File: src/rtl/core_pkg.sv
// core_pkg: forwarding select encodings, load-bit index and forward-priority helper shared by the hazard logic.
package core_pkg;
  localparam logic [1:0] FWD_RF  = 2'b00;
  localparam logic [1:0] FWD_WB  = 2'b01;
  localparam logic [1:0] FWD_MEM = 2'b10;
  localparam int RS_LOAD_BIT = 0;
  function automatic logic [1:0] fwd_sel(input logic hit_m, input logic hit_w);
    return hit_m ? FWD_MEM : hit_w ? FWD_WB : FWD_RF;
  endfunction
endpackage

File: src/rtl/hazard_scoreboard.sv
// hazard_scoreboard: per-register busy bits, in-flight op counter and sticky error for multi-cycle ops.
module hazard_scoreboard
  import core_pkg::*;
#(
  parameter int NREG    = 32,
  parameter int AW      = 5,
  parameter int MAX_OUT = 4
) (
  input  logic            clk,
  input  logic            rst_n,
  input  logic            i_issue,
  input  logic [AW-1:0]   i_issue_rd,
  input  logic            i_done,
  input  logic [AW-1:0]   i_done_rd,
  output logic [NREG-1:0] o_busy,
  output logic            o_full,
  output logic            o_error
);
  localparam logic [AW-1:0] MAX_C = AW'(MAX_OUT);
  logic [NREG-1:0] r_busy;
  logic [AW-1:0]   r_out;
  logic            r_err;
  logic            w_done_ok, w_empty, w_inc, w_dec;
  logic [NREG-1:0] w_set, w_clr;
  assign w_done_ok = i_done && r_busy[i_done_rd];
  assign w_empty   = r_out == '0;
  assign o_full    = r_out == MAX_C;
  // a simultaneous issue and valid done cancel out in the counter
  assign w_inc     = i_issue && !w_done_ok;
  assign w_dec     = w_done_ok && !i_issue;
  // set is applied after clear so a same-register issue keeps the bit busy
  assign w_set     = (i_issue && i_issue_rd != '0) ? NREG'(1) << i_issue_rd : '0;
  assign w_clr     = w_done_ok ? NREG'(1) << i_done_rd : '0;
  always_ff @(posedge clk or negedge rst_n) begin
    if (!rst_n) begin
      r_busy <= '0;
      r_out  <= '0;
      r_err  <= 1'b0;
    end else begin
      r_busy <= (r_busy & ~w_clr) | w_set;
      r_out  <= (w_inc && !o_full) ? r_out + 1'b1 : (w_dec && !w_empty) ? r_out - 1'b1 : r_out;
      r_err  <= r_err | (i_done && !r_busy[i_done_rd]) | (w_inc && o_full) | (w_dec && w_empty);
    end
  end
  assign o_busy  = r_busy;
  assign o_error = r_err;
endmodule

File: src/rtl/hazard_scoreboard_unit.sv
// hazard_scoreboard_unit: EX forwarding, load-use/scoreboard/capacity stalls, branch flush and stall-cycle counter.
module hazard_scoreboard_unit
  import core_pkg::*;
#(
  parameter int NREG    = 32,
  parameter int AW      = 5,
  parameter int MAX_OUT = 4,
  parameter int CNTW    = 16
) (
  input  logic            clk,
  input  logic            rst_n,
  input  logic [AW-1:0]   Rs1E,
  input  logic [AW-1:0]   Rs2E,
  input  logic [AW-1:0]   RdE,
  input  logic [AW-1:0]   RdM,
  input  logic [AW-1:0]   RdW,
  input  logic [AW-1:0]   A1,
  input  logic [AW-1:0]   A2,
  input  logic [AW-1:0]   RdD,
  input  logic [1:0]      ResultSrcE,
  input  logic            RegWriteM,
  input  logic            RegWriteW,
  input  logic [1:0]      PCSrcE,
  input  logic            McOpD,
  input  logic            McIssueE,
  input  logic            McDone,
  input  logic [AW-1:0]   McRd,
  output logic            StallF,
  output logic            StallD,
  output logic            FlushD,
  output logic            FlushE,
  output logic [1:0]      ForwardAE,
  output logic [1:0]      ForwardBE,
  output logic [CNTW-1:0] StallCount,
  output logic            ScbError
);
  logic [NREG-1:0] w_busy;
  logic            w_full, w_lw, w_raw, w_waw, w_cap, w_stall, w_unused;
  logic [CNTW-1:0] r_cnt;
  hazard_scoreboard #(.NREG(NREG), .AW(AW), .MAX_OUT(MAX_OUT)) u_scb (
    .clk        (clk),
    .rst_n      (rst_n),
    .i_issue    (McIssueE),
    .i_issue_rd (RdE),
    .i_done     (McDone),
    .i_done_rd  (McRd),
    .o_busy     (w_busy),
    .o_full     (w_full),
    .o_error    (ScbError)
  );
  // a busy register's latest value comes from the op-result path, never a bypass
  assign ForwardAE = fwd_sel(RegWriteM && RdM != '0 && RdM == Rs1E && !w_busy[Rs1E],
                             RegWriteW && RdW != '0 && RdW == Rs1E && !w_busy[Rs1E]);
  assign ForwardBE = fwd_sel(RegWriteM && RdM != '0 && RdM == Rs2E && !w_busy[Rs2E],
                             RegWriteW && RdW != '0 && RdW == Rs2E && !w_busy[Rs2E]);
  assign w_lw      = ResultSrcE[RS_LOAD_BIT] && ((A1 != '0 && A1 == RdE) || (A2 != '0 && A2 == RdE));
  assign w_raw     = (w_busy[A1] && A1 != '0) || (w_busy[A2] && A2 != '0);
  assign w_waw     = w_busy[RdD] && RdD != '0;
  assign w_cap     = McOpD && w_full;
  assign w_stall   = w_lw || w_raw || w_waw || w_cap;
  assign w_unused  = ResultSrcE[1];
  assign StallF    = w_stall;
  assign StallD    = w_stall;
  assign FlushE    = w_stall;
  assign FlushD    = PCSrcE != 2'b00;
  always_ff @(posedge clk or negedge rst_n) begin
    if (!rst_n) r_cnt <= '0;
    else        r_cnt <= (w_stall && !(&r_cnt)) ? r_cnt + 1'b1 : r_cnt;
  end
  assign StallCount = r_cnt;
endmodule

File: config.mk
export PLATFORM = sky130hd
export DESIGN_NAME = hazard_scoreboard_unit
export DESIGN_NICKNAME = d
export VERILOG_FILES = /design/src/rtl/core_pkg.sv /design/src/rtl/hazard_scoreboard.sv /design/src/rtl/hazard_scoreboard_unit.sv
export SDC_FILE = /design/constraint.sdc
export NUM_CORES = 1
export LEC_CHECK = 0
export CORE_MARGIN = 3
export CORE_UTILIZATION = 50
export CTS_CLUSTER_SIZE = 20
export DETAILED_ROUTE_END_ITERATION = 12
export PLACE_DENSITY = 0.79
export SLEW_MARGIN = 20
export SYNTH_ARGS = -nofsm -noshare
export SYNTH_HDL_FRONTEND = slang
export SYNTH_SLANG_ARGS = --single-unit
File: constraint.sdc
create_clock -name clk -period 3.5 [get_ports clk]
set_clock_uncertainty 0.1 [all_clocks]
set_input_delay 0.525 -clock clk [delete_from_list [all_inputs] [get_ports clk]]
set_output_delay 0.525 -clock clk [all_outputs]
set_load 0.02 [all_outputs]
Yosys cells after proc, flatten, opt, wreduce, memory -nomap -nowiden:

Index checks and enable logic that the tools add are counted.

* flip-flop bits (word level): 54
* output and inout bits: 25
* word-level logic and storage cells: 98

* $add $sub $neg: 3
* magnitude comparators: 6
* equality and inequality tests: 7
* shift-type cells: 2
* mux-type cells: 20
* bitwise logic cells: 6
* reductions and logical operators: 50

Operator list (number)
* 2-to-1 mux 32 bit: 2
* left shift 1 x 5 -> 32 bit (first input constant): 2
* < comparator 5 x 6 -> 1 bit (second input constant): 6
* bitwise AND 32 bit: 1
* NOT 32 bit: 1
* bitwise OR 32 bit: 1
* binary-select mux 1 bit (select 5 bit): 6
* == test 5 bit: 6
* nonzero test 5 bit: 6
* logical AND 1 bit: 27
* adder 16 x 1 -> 16 bit (second input constant): 1
* AND reduction 16 bit: 1
* 2-to-1 mux 5 bit: 2
* logical NOT 1 bit: 8
* 2-to-1 mux 1 bit: 8
* adder 5 x 1 -> 5 bit (second input constant): 1
* == test 5 x 3 -> 1 bit (second input constant): 1
* logical NOT 5 bit: 1
* logical OR 1 bit: 5
* subtractor 5 x 1 -> 5 bit (second input constant): 1
* 2-to-1 mux 2 bit: 2
* nonzero test 2 bit: 2
* bitwise OR 1 bit: 3

Depth between registers and ports, before layout:

Gate-level depths: netlist (run 1).

* depth after elaboration: 8
* depth in mapped cells: 15
* gate-level depth less buffers: 13

Hierarchy:

Synthesis (run 1) repeated with hierarchy kept, for this count alone.

* cells, all modules: 472
* area, all modules: 4898.4 um^2

By module, submodules not included
* hazard_scoreboard_unit: instances 1, cells each 226, area each 2565.0 um^2
* hazard_scoreboard: instances 1, cells each 246, area each 2333.5 um^2

Least setup slack after synthesis (run 1):

No wires, ideal clock.

* path kind: input -> register
* start: input port McRd[1]
* end: register u_scb.r_out[3]
* setup time: 146 ps
* data arrival time: 3138 ps
* data required time: 3254 ps
* setup slack: 115 ps
* stages on the path: 15
* cell sequence: buf_4 -> mux2i_1 -> a22oi_1 -> nand2_1 -> o22ai_1 -> o21ai_2 -> clkbuf_1 -> nand2_1 -> ha_1 -> a21o_1 -> a21oi_1 -> xor2_1 -> nand2_1 -> o211ai_1 -> a221oi_1

* longest elaborated chain between the ends: 7

RTL lines
* from (decl): line hazard_scoreboard_unit.sv:27 `input logic [AW-1:0] McRd,`
* binary-select mux 1 bit (select 5 bit) *: line hazard_scoreboard.sv:25 `assign w_done_ok = i_done && r_busy[i_done_rd];`
* 2-to-1 mux 1 bit (not written as such) *: line hazard_scoreboard.sv:25
* logical AND 1 bit *: line hazard_scoreboard.sv:25
* logical NOT 1 bit: line hazard_scoreboard.sv:29 `assign w_inc = i_issue && !w_done_ok;`
* logical AND 1 bit: line hazard_scoreboard.sv:29
* logical AND 1 bit: line hazard_scoreboard.sv:41 `r_out <= (w_inc && !o_full) ? r_out + 1'b1 : (w_dec && !w_empty) ? r_out - 1'b1 : r_out;`
* 2-to-1 mux 5 bit or nonzero test 2 bit (tied branches)
* to (signal assigned): line hazard_scoreboard.sv:41
* to (decl): line hazard_scoreboard.sv:21 `logic [AW-1:0] r_out;`

Mark *: on every way between the ends. The rest lies on a longest branch, timed or not. The select of a mux whose other input is x is not followed.
A chain may end at the register's enable or synchronous reset.

Worst setup path after layout (run 1):

* start: input port Rs1E[0]
* end: output port ForwardAE[0]

* longest elaborated chain between the ends: 6

RTL lines
* from (decl): line hazard_scoreboard_unit.sv:12 `input logic [AW-1:0] Rs1E,`
* binary-select mux 1 bit (select 5 bit): line hazard_scoreboard_unit.sv:52, hazard_scoreboard_unit.sv:53
* 2-to-1 mux 1 bit (not written as such): line hazard_scoreboard_unit.sv:52, hazard_scoreboard_unit.sv:53
* logical NOT 1 bit: line hazard_scoreboard_unit.sv:52, hazard_scoreboard_unit.sv:53
* logical AND 1 bit: line hazard_scoreboard_unit.sv:53 `RegWriteW && RdW != '0 && RdW == Rs1E && !w_busy[Rs1E]);`
* 2-to-1 mux 1 bit: line core_pkg.sv:8 `return hit_m ? FWD_MEM : hit_w ? FWD_WB : FWD_RF;`
* 2-to-1 mux 2 bit *: line core_pkg.sv:8
* to (decl): line hazard_scoreboard_unit.sv:32 `output logic [1:0] ForwardAE,`

Marked as above.

==> metrics.md, run 1 <==
| Metric | Value |
|---|---|
| Status | finished clean |
| Final HPWL DP | 12.5 mm |
| Final Util | 68.9% |
| Nets | 697 |
| CP max stage cell | mux4_2 |
| R2R Setup Slk | 0.40 ns |
| Hold_ws | 0.244 ns |
| WL per Instance | 21.8 µm |
| Mapped Cells | 511 |
| CORE AREA | 9460 µm² |
| Clock transition at path regs | 0.09 ns |
| Share of post-route cells with drive strength above 1 | 21.7% |
| Max IR drop VDD | 0.000495 V |
| Antenna Nets Post-Route | 0 |
| Tightest Pin Transition | 0.907 ns |
| PD cells | 446 nW/µm² |
| TritonCTS clock tree | built |
| Kind of critical path | in2out |
| Synth unique cells | 54 |
| Remaining global-route overflow | 0 |
| CP Launch Type | input pin |
| # Max-Cap Violations | 0 |
| Total GRT Usage | 30.7% |
| PnR worst setup slack | 0.0955 ns |
| Core Rows | 35 |
| Final Hold Fails | 0 |
| Synth Register Bits | 54 |
| Post-synth EDFFs | 0 |
| H-Tree Depth | 2 |
| Total CTS buffers | 5 |
| Hold-fix buffers at CTS | 0 |
| Vias | 5055 |
| Clock buffer depth | 2 |
| Post-Syn Nets | 572 |
| N_diodes | 0 |
| GPL Wtd Cong | 1.01 |
| Slew HR | 39.5% |
| CP Data Arrival Time | 2.78 ns |
| Via/cell ratio | 6.60 |
| Critical path depth | 7 |
| Final wirelength | 16.7 mm |
| Worst setup EP type | primary output |
| # port buffers | 79 |
| Worst-Skew Late Latency | 0.30 ns |
| Fillers | 731 |
| Dpl ws | -0.512 ns |
| DRC | 0 |
| Pins Over Slew Limit | 0 |
| CTS Sinks | 54 |
| Reg2reg path depth | 14 |
| Commonest non-fill, non-tap cell in the layout | buf_4 |
| Final period utilization | 97.3% |
| Synth Cell Area | 4990 µm² |
| DIE WIDTH | 106 µm |
| First-pass iteration count of the detailed router | 5 |
| Critical Path Most Common Cell | mux4_2 |
| Syn-to-layout area delta | 30.6% |
| Largest net degree at the start of global routing | 42 |
| CTS Root Cell | clkbuf_8 |
| Most frequent cells in the layout | 75 x buf_4, 64 x clkdlybuf4s50_1, 61 x nand2_1 |
| Yosys warns | 0 |
| Die Ht | 106 µm |
| Cell Chain, Critical Path | dlygate4sd2_1, bufbuf_16, mux4_2, mux4_2, mux2_2, nor4_1, buf_2 |
| Register Area | 1350 µm² |
| FMAX | 294 MHz |
| Post-synth top flop | dfrtp_1 |
| Critical Path RT | 2.87 ns |
| Delay of the slowest critical-path stage | 0.49 ns |
| Seq/Total Area, Yosys | 27.1% |
| Vias in the first global route | 5188 |
| Tmin final | 3.40 ns |
| First-pass GRT wire length | 27.4 mm |
| Drt first-iter violations | 601 |
| Initial antenna violation count | 0 |
| Crit-path max FO | 4 |
| Mean Syn Cell Area | 9.76 µm² |
| Async SR Flop Fraction | 100% |
| Cell leakage power | 2.64 nW |
| Initial Util | 52.8% |
| RSZ-0062 raised after global routing | no |
| Multi-input logic area | 3430 µm² |
| Hold WC Path Type | in2async |
| Final setup vio count | 0 |
| Power Total | 2.91 mW |
| Ports | 81 |
| DIE AREA | 11200 µm² |
| Bufs and invs on worst path | 3 |
| Worst path top cell family by delay | multiplexers |
-- state kept, by name, indices dropped and copies added, names as in the netlist --
register / count
StallCount: 16
u_scb.o_busy: 32
u_scb.o_error: 1
u_scb.r_out: 5
-- Yosys cell counts (10+ instances only) --
cell	instances	area (µm²)
nor2_1	16	60.1
a22oi_1	13	97.6
o41ai_1	27	236
clkbuf_1	23	86.3
inv_1	13	48.8
o21ai_0	16	80.1
dfrtp_1	54	1350
nor3_1	10	50.1
mux4_2	29	653
nand2_1	61	229
nand3_1	20	100
nor4_1	10	62.6
nor2b_1	12	75.1
mux2i_1	31	310
nand2b_1	13	81.3
xor2_1	11	96.3
xnor2_1	37	324
-- routing by layer --
metal  routed length [µm]  part of all wire [%]  track usage (%)  vias up
met4                  973                   5.8             16.4        0
met2                 7640                    46             49.5      362
li1                     -                     -                -     2217
met1                 6330                    38             39.1     2378
met5                    0                     0                0        -
met3                 1790                    11             6.07       98
-- area by class of cell --
type / count / area share [%]
Timing Repair Buffer: 158 / 22.0
Clock inverter: 1 / 0.0768
Inverter: 13 / 0.749
Sequential cell: 54 / 20.7
Clock buffer: 7 / 1.33
Tap cell: 129 / 2.48
Multi-Input combinational cell: 404 / 52.6
-- cell families after synthesis --
| family | Yosys count | synth area share (%) |
|---|---|---|
| AND/OR/NAND/NOR | 175 | 18.0 |
| adder cells (fa/ha/maj) | 5 | 1.40 |
| multiplexers | 73 | 24.6 |
| buffers and inverters | 53 | 4.81 |
| AO/OA/AOI/OAI | 103 | 15.6 |
| XOR/XNOR | 48 | 8.43 |
| flip-flops | 54 | 27.1 |
-- power by group --
group	leakage, nW	internal (mW)	switching [mW]
Combinational	1.95	0.795	0.726
Clock	0.0482	0.160	0.197
Sequential	0.644	0.771	0.258
-- metrics by stage --
step,TNS (ns),cell area [µm²],instances
after floorplan,0,4990,511
after global placement,-2.85,6370,756
after detailed placement,-3.48,6370,756
after CTS,0,6480,766
after global routing,0,6520,766
final,0,6520,766
-- worst register-to-register path, cell delays in order (launching register included) --
cell and delay (ns):
dfrtp_1 0.54, buf_4 0.21, mux2i_1 0.07, a22oi_1 0.21, nand2_1 0.07, o22ai_1 0.28
o21ai_2 0.12, nand2_1 0.14, ha_1 0.25, a21o_1 0.18, a21oi_1 0.16, xor2_1 0.29
nand2_1 0.09, o211ai_1 0.16, a221oi_1 0.11
-- path summary, 6_finish.rpt --
path	from	end
max	Rs1E[0]	ForwardAE[0]
min	rst_n	u_scb.o_error
max reg2reg	u_scb.o_busy[6]	u_scb.r_out[3]
min reg2reg	u_scb.o_error	u_scb.o_error
max in group asynchronous	rst_n	StallCount[12]
min in group clk	u_scb.o_error	u_scb.o_error
-- repair_timing --
action / 4_1_cts / 5_1_grt
setup buffers: 1 / 0
endpoints found under the hold margin: 0 / 0
setup endpoints to repair: 7 / 6
cloned: 1 / 0
resized for setup: 30 / 10
pin swaps: 1 / 1
(Power assumes the default switching activity.)
==> run 2, diff against run 1 <==
--- a/config.mk
+++ b/config.mk
@@ -6,11 +6,11 @@
 export NUM_CORES = 1
 export LEC_CHECK = 0
 export CORE_MARGIN = 3
-export CORE_UTILIZATION = 50
+export CORE_UTILIZATION = 55
 export CTS_CLUSTER_SIZE = 20
 export DETAILED_ROUTE_END_ITERATION = 12
-export PLACE_DENSITY = 0.79
-export SLEW_MARGIN = 20
+export PLACE_DENSITY = 0.86
+export SLEW_MARGIN = 10
 export SYNTH_ARGS = -nofsm -noshare
 export SYNTH_HDL_FRONTEND = slang
 export SYNTH_SLANG_ARGS = --single-unit
==> metrics.md, run 2 (synthesis results as in run 1) <==
| Metric | Value |
|---|---|
| Clk pwr share | 13.2% |
| Slew HR | 44.2% |
| Delay of the slowest critical-path stage | 0.51 ns |
| Total GRT Usage | 32.2% |
| Vias in the first global route | 5067 |
| Syn-to-layout area delta | 29.4% |
| Final period utilization | 101% |
| Kind of critical path | in2out |
| Max IR drop VDD | 0.000433 V |
| Sw Ratio | 40.7% |
| Initial antenna violation count | 0 |
| Most frequent cells in the layout | 74 x buf_4, 68 x clkdlybuf4s50_1, 61 x nand2_1 |
| Hold_ws | 0.197 ns |
| First-pass GRT wire length | 25.9 mm |
| Vias | 5090 |
| Launch point of the worst path | Rs2E[0] |
| CTS Root Cell | clkbuf_8 |
| Critical Path RT | 2.87 ns |
| Final Hold Fails | 0 |
| Max reg flops | 32 |
| # port buffers | 79 |
| Cell Chain, Critical Path | clkdlybuf4s50_1, buf_12, mux4_2, mux4_2, nor2b_1, a211oi_1, buf_2 |
| Placed cell area | 6320 µm² |
| Status | finished, violations left |
| GPL Wtd Cong | 0.985 |
| Highest metal used | met4 |
| N_diodes | 0 |
| Nets | 696 |
| Hold-fix buffers at CTS | 0 |
| Crit-path max FO | 10 |
| Metal2 WL | 7.58 mm |
| Ports | 81 |
| Remaining global-route overflow | 0 |
| Hold WC Path Type | in2async |
| Dpl ws | -0.486 ns |
| Logic pwr share | 52.6% |
| R2R Path End | StallCount[1] |
| Sequential power share | 34.2% |
| Via/cell ratio | 6.84 |
| Reg2reg path depth | 10 |
| # Max-Cap Violations | 0 |
| Largest net degree at the start of global routing | 37 |
| Failing checks | setup timing |
| TritonCTS clock tree | built |
| Met1 WL | 6.32 mm |
| R2R Setup Slk | 0.35 ns |
| Worst r2r src | u_scb.o_busy[15] |
| Antenna Nets Post-Route | 0 |
| Worst setup path endpoint | ForwardBE[0] |
| Cell leakage power | 2.61 nW |
| Clock buffer depth | 2 |
| Drt first-iter violations | 667 |
| Worst-Skew Late Latency | 0.32 ns |
| DIE WIDTH | 101 µm |
| Tmin final | 3.53 ns |
| CP max stage cell | clkdlybuf4s50_1 |
| Final wirelength | 16.7 mm |
| Pins Over Slew Limit | 0 |
| Worst setup EP type | primary output |
| Clock transition at path regs | 0.10 ns |
| Total CTS buffers | 5 |
| Die Ht | 101 µm |
| DIE AREA | 10300 µm² |
| PD cells | 452 nW/µm² |
| Core Rows | 34 |
| Final setup vio count | 1 |
| FMAX | 283 MHz |
| CP Launch Type | input pin |
| Final instance area | 6460 µm² |
| Net Sw Power | 1.19 mW |
| PnR worst setup slack | -0.0317 ns |
| Initial Util | 56.9% |
| Final HPWL DP | 12.1 mm |
| H-Tree Depth | 2 |
| Commonest non-fill, non-tap cell in the layout | buf_4 |
| Share of post-route cells with drive strength above 1 | 21.7% |
| Metal3 WL | 1.84 mm |
| Critical Path Most Common Cell | mux4_2 |
| Tightest Pin Transition | 0.836 ns |
| First-pass iteration count of the detailed router | 6 |
| WL per Instance | 22.4 µm |
| Internal power | 1.73 mW |
| CORE AREA | 8760 µm² |
| CTS Sinks | 54 |
| CP Data Arrival Time | 2.91 ns |
| DRC | 0 |
run 2: layer usage:
layer	vias to the layer above	global-route usage, %
li1	2224	-
met1	2386	41.2
met2	383	52.8
met3	97	5.58
met4	0	16.4
met5	-	0
run 2: how the worst min path moves through the flow:
stage | start | end | slack (ns) | cells after the start
2_1_floorplan | rst_n | StallCount[0] | 0.13 | 0
3_3_place_gp | u_scb.o_error | u_scb.o_error | 0.35 | 1
3_5_place_dp | u_scb.o_error | u_scb.o_error | 0.37 | 1
4_1_cts | rst_n | StallCount[13] | 0.22 | 1
5_1_grt | rst_n | StallCount[13] | 0.25 | 1
6_report | rst_n | StallCount[13] | 0.20 | 1
run 2: worst max-delay path: cells and delay by family:
kind	cells	cell delay (ns)
buffers and inverters	3	0.90
AOI/OAI and AO/OA	1	0.31
muxes	2	0.98
and+or+nand+nor	1	0.18
run 2: power groups by stage:
| stage | logic [mW] | registers [mW] | clock network [mW] |
|---|---|---|---|
| CTS | 1.50 | 0.979 | 0.392 |
| finish | 1.53 | 0.997 | 0.385 |
| floorplan | 0.870 | 0.987 | 0 |
| global placement | 1.45 | 0.982 | 0 |
| detailed placement | 1.50 | 0.988 | 0 |
| global route | 1.65 | 1.00 | 0.418 |
run 2: final cells by class:
| type | count | area (µm²) |
|---|---|---|
| Clock buffer | 6 | 82.6 |
| Clock inverter | 2 | 17.5 |
| Fill cell | 625 | 2310 |
| Inverter | 13 | 48.8 |
| Multi-Input combinational cell | 404 | 3420 |
| Sequential cell | 54 | 1350 |
| Tap cell | 108 | 135 |
| Timing Repair Buffer | 157 | 1410 |
run 2: what timing repair did:
action,in CTS,in global routing
buffers inserted,1,2
pin swaps,2,2
setup endpoints to repair,7,7
gates cloned,0,1
gates resized for setup,26,11
run 2: stage by stage:
step	TNS (ns)	util, %	cells	total power [mW]
after floorplan	0	-	511	1.86
final	-0.0317	73.7	744	2.92
after detailed placement	-3.23	72.2	732	2.49
after global placement	-2.62	72.2	732	2.43
after global routing	-0.0507	73.7	744	3.07
after CTS	0	73.2	741	2.87
==> run 3, diff against run 2 <==
--- a/config.mk
+++ b/config.mk
@@ -7,6 +7,7 @@
 export LEC_CHECK = 0
 export CORE_MARGIN = 3
 export CORE_UTILIZATION = 55
+export CTS_BUF_LIST = sky130_fd_sc_hd__clkbuf_8
 export CTS_CLUSTER_SIZE = 20
 export DETAILED_ROUTE_END_ITERATION = 12
 export PLACE_DENSITY = 0.86
==> results of run 3 <==
Same layout as run 2: the final DEF is identical, and so are final timing and power.
